File: src/rtl/demux1x2_stream.sv
// 1:2 valid/ready stream demultiplexer with per-packet routing and one-entry output registers.
// Optional per-output beat counters are enabled by defining DEMUX_BEAT_CNT_EN.
module demux1x2_stream #(
  parameter int DW = 2
) (
  input  logic          clk,
  input  logic          rst,
  input  logic          sel,
  input  logic          in_valid,
  input  logic [DW-1:0] in_data,
  input  logic          in_last,
  output logic          in_ready,
  output logic          out0_valid,
  output logic [DW-1:0] out0_data,
  output logic          out0_last,
  input  logic          out0_ready,
  output logic          out1_valid,
  output logic [DW-1:0] out1_data,
  output logic          out1_last,
  input  logic          out1_ready,
  output logic          busy
`ifdef DEMUX_BEAT_CNT_EN
  ,
  output logic [15:0]   out0_cnt,
  output logic [15:0]   out1_cnt
`endif
);

  localparam logic [0:0] IDLE = 1'b0;
  localparam logic [0:0] LOCK = 1'b1;

  logic [0:0]    state_q, state_d;
  logic          route_q, route_d;
  logic          target;
  logic          accept;
  logic [1:0]    oready;
  logic [1:0]    drain;
  logic [1:0]    ovalid_q;
  logic [1:0]    olast_q;
  logic [DW-1:0] odata_q [2];

  assign oready = {out1_ready, out0_ready};

  // Destination follows sel only between packets; mid-packet it is pinned to route.
  always_comb begin
    target   = (state_q == LOCK) ? route_q : sel;
    in_ready = ~ovalid_q[target] | oready[target];
    accept   = in_valid & in_ready;
  end

  always_comb begin
    state_d = state_q;
    route_d = route_q;
    if (accept) begin
      if (state_q == IDLE) begin
        route_d = sel;
      end
      state_d = in_last ? IDLE : LOCK;
    end
  end

  always_ff @(posedge clk) begin
    if (rst) begin
      state_q <= IDLE;
      route_q <= 1'b0;
    end else begin
      state_q <= state_d;
      route_q <= route_d;
    end
  end

  genvar gi;
  generate
    for (gi = 0; gi < 2; gi++) begin : g_out
      assign drain[gi] = ovalid_q[gi] & oready[gi];

      // A load in the same cycle as a drain wins, keeping one beat per cycle.
      always_ff @(posedge clk) begin
        if (rst) begin
          ovalid_q[gi] <= 1'b0;
          odata_q[gi]  <= '0;
          olast_q[gi]  <= 1'b0;
        end else if (accept && (target == 1'(gi))) begin
          ovalid_q[gi] <= 1'b1;
          odata_q[gi]  <= in_data;
          olast_q[gi]  <= in_last;
        end else if (drain[gi]) begin
          ovalid_q[gi] <= 1'b0;
        end
      end
    end
  endgenerate

  assign out0_valid = ovalid_q[0];
  assign out0_data  = odata_q[0];
  assign out0_last  = olast_q[0];
  assign out1_valid = ovalid_q[1];
  assign out1_data  = odata_q[1];
  assign out1_last  = olast_q[1];
  assign busy       = (state_q == LOCK);

`ifdef DEMUX_BEAT_CNT_EN
  logic [15:0] cnt_q [2];

  generate
    for (gi = 0; gi < 2; gi++) begin : g_cnt
      // Saturating handshake counter, cleared only by reset.
      always_ff @(posedge clk) begin
        if (rst) begin
          cnt_q[gi] <= '0;
        end else if (drain[gi] && (cnt_q[gi] != 16'hFFFF)) begin
          cnt_q[gi] <= cnt_q[gi] + 16'd1;
        end
      end
    end
  endgenerate

  assign out0_cnt = cnt_q[0];
  assign out1_cnt = cnt_q[1];
`endif

endmodule
File: config.mk
export PLATFORM = sky130hd
export DESIGN_NAME = demux1x2_stream
export DESIGN_NICKNAME = d
export VERILOG_FILES = /design/src/rtl/demux1x2_stream.sv
export SDC_FILE = /design/constraint.sdc
export NUM_CORES = 1
export LEC_CHECK = 0
export CAP_MARGIN = 20
export CORE_AREA = 2 2 39 41
export DETAILED_ROUTE_END_ITERATION = 7
export DIE_AREA = 0 0 41 43
export PLACE_DENSITY = 0.69
export SKIP_LAST_GASP = 1
export SLEW_MARGIN = 10
export SYNTH_ARGS = -nofsm -noshare
export SYNTH_HDL_FRONTEND = slang
export SYNTH_SLANG_ARGS = --single-unit
File: constraint.sdc
create_clock -name clk -period 2.2 [get_ports clk]
set_input_delay 0.66 -clock clk [delete_from_list [all_inputs] [get_ports clk]]
set_output_delay 0.66 -clock clk [all_outputs]
set_load 0.01 [all_outputs]
==> flow_summary.toml <==
[status]
status = "complete, no violations"

[synth]
avgSynthCellArea_um2 = 11.7
synth_edf_count = 4
netlist_top_cells_area = "dfxtp_1, edfxtp_1, nand2b_1, nor2_1, mux2i_1"
yosysUniqueCellTypes = 15
ys_warn_count = 0
yosysTopAreaCellShare_pct = 28.6
yosys_register_bits = 10
syn_nets = 45
netlist_instances = 36
netlist_area_um2 = 420
yosysTopAreaCell = "dfxtp_1"
async_flop_share_pct = 0
synth_ff_type = "dfxtp_1"
ys_seq_area_share_pct = 57.1

[floorplanning]
core.rowCount = 14
fp.dieH_um = 43
die_w_um = 41
start_util_pct = 30.4
io-pin-count = 19
dieArea_mm2 = 0.00176
core_mm2 = 0.00138

[placed_design]
port_buffers = 18
place_congestion = 0.771
hpwl_um = 661
placed_cells = 74

[critical_path]
crit_type = "in2out"
crit_start = "sel"
crit-reg2reg-launch = "busy$_SDFFE_PP0N_"
path_max_fanout = 2
crit_required_ns = 1.54
cp-end-kind = "primary output"
worst_ep_arrival_time_ns = 1.51
start_kind = "primary input"

[finish]
drive_gt1_share_pct = 28.6
fill_cells = 128
fin_nets = 73
regArea_um2 = 240
n_antenna_cell = 0
fin_cells = 79
finish.utilization_pct = 51.6
multi_input_area_um2 = 190
syn_to_final_growth_pct = 69.9

[global_route]
grt_max_degree = 9
globalRouteMet3Util_pct = 1.57
grtUsageMet2_pct = 17.5
grt_pass1_wl_mm = 1.37
grt-ovfl-total = 0
antenna_found_initial = 0
grt.busiest_layer = "met2"
grt_use_met1_pct = 12.9
grt_usage_pct = 12.4
grt_pass1_vias = 345

[sta]
slew_headroom_pct = 84.8
hold_violations = 0
tightestPinTransition_ns = 0.224
fin_crit_ns = 2.17
skew_ns = 0.00660
whs_ns = 0.480
finalSetupViolCount = 0
finalCritPeriodShare_pct = 98.5
rsz0062_at_grt = "false"
max_freq_mhz = 461
final_max_slew_viol_count = 0

[routing]
drtIter0Drc = 3
dr_total_vias = 361
wl_um = 864
drcViolationCount = 0
first_pass_iters = 2
ant_nets = 0
via_per_inst = 4.57
wl_per_cell_um = 10.9

[cts]
cts_tree = "built"
ctsHoldBuffers = 0
cts_sinks = 10
htree_levels = 1
clock-root-buffer = "clkbuf_4"
ctsLongestPathBuffers = 2
cts_buffers = 3
clock_latency_ns = 0.27
path_clk_slew_ns = 0.07

[hold_path]
hold_start = "route_q$_SDFFE_PP0N_"
hp-class = "reg2reg"

[power_and_ir_drop]
powerDensity_mw_per_mm2 = 665
p_leak_nw = 0.303
power.total_mw = 0.475
irDropWorstVdd_mv = 0.270

[flow_run]
drv_cap = 0
==> where the power goes <==
| group | total, mW | leakage [nW] | internal, mW | switching (mW) |
|---|---|---|---|---|
| Sequential | 0.212 | 0.0918 | 0.206 | 0.00638 |
| Combinational | 0.0930 | 0.190 | 0.0573 | 0.0358 |
| Clock | 0.170 | 0.0210 | 0.101 | 0.0693 |
==> synthesized netlist by cell type (2+ instances only) <==
cell	n
mux2i_1	2
edfxtp_1	4
a21oi_1	3
dfxtp_1	6
nand2b_1	6
nor2_1	6
==> worst max-delay path, cell delays in order <==
cell,delay (ns)
clkdlybuf4s15_1,0.18
mux2i_2,0.21
mux2_4,0.33
buf_6,0.12
==> kinds of logic after synthesis <==
logic type | Yosys count | share of synthesized area [%]
simple gates | 15 | 22.6
flops | 10 | 57.1
compound gates | 5 | 7.44
mux | 4 | 10.7
buf+inv | 2 | 2.08
==> worst paths after layout <==
path | end | slack (ns) | cells past startpoint
max | in_ready | 0.03 | 4
min | route_q$_SDFFE_PP0N_ | 0.48 | 2
max reg2reg | odata_q[0][1]$_SDFFCE_PN0P_ | 0.69 | 5
min reg2reg | route_q$_SDFFE_PP0N_ | 0.48 | 2
==> cell type report <==
| class | count | share of cell area [%] |
|---|---|---|
| multi-input cells | 24 | 26.6 |
| clock buffers | 4 | 5.08 |
| repair buffers | 24 | 31.3 |
| inverters | 1 | 0.525 |
| flip-flops and latches | 10 | 33.6 |
| well taps | 16 | 2.80 |
==> sequential cells by signal, indices dropped and copies added, names as in the netlist <==
| signal | flops |
|---|---|
| out0_last | 1 |
| out0_valid | 1 |
| out1_last | 1 |
| busy | 1 |
| odata_q | 4 |
| out1_valid | 1 |
| route_q | 1 |
==> layout by cell type (no fill, tap or decap), drive strengths merged <==
master         count
nand2b             6
mux2               1
a21o               1
mux2i              3
inv                1
nand3b             1
dlygate4sd2        2
dfxtp              6
clkdlybuf4s50     14
nand3              2
edfxtp             4
buf                7
nor2               6
clkdlybuf4s15      1
a21oi              4
clkbuf             4
==> what timing repair did <==
| action | in CTS | in global routing |
|---|---|---|
| buffers inserted | 1 | 0 |
| endpoints found under the setup margin | 1 | 0 |
| gates resized for setup | 12 | 0 |
==> through the flow <==
stage	area [µm²]	setup slack, ns	TNS (ns)
6_report	714	0.0325	0
5_1_grt	714	0.0176	0
4_1_cts	714	0.0449	0
3_5_place_dp	653	-0.578	-0.578
3_3_place_gp	653	-0.525	-0.525
2_1_floorplan	420	0.295	0
==> layer usage <==
layer	vias up	wire length, µm
met1	169	333
met4	0	49
met3	5	22
met5	-	0
met2	11	459
li1	176	-
No activity file was read; power rests on OpenSTA's default activity.
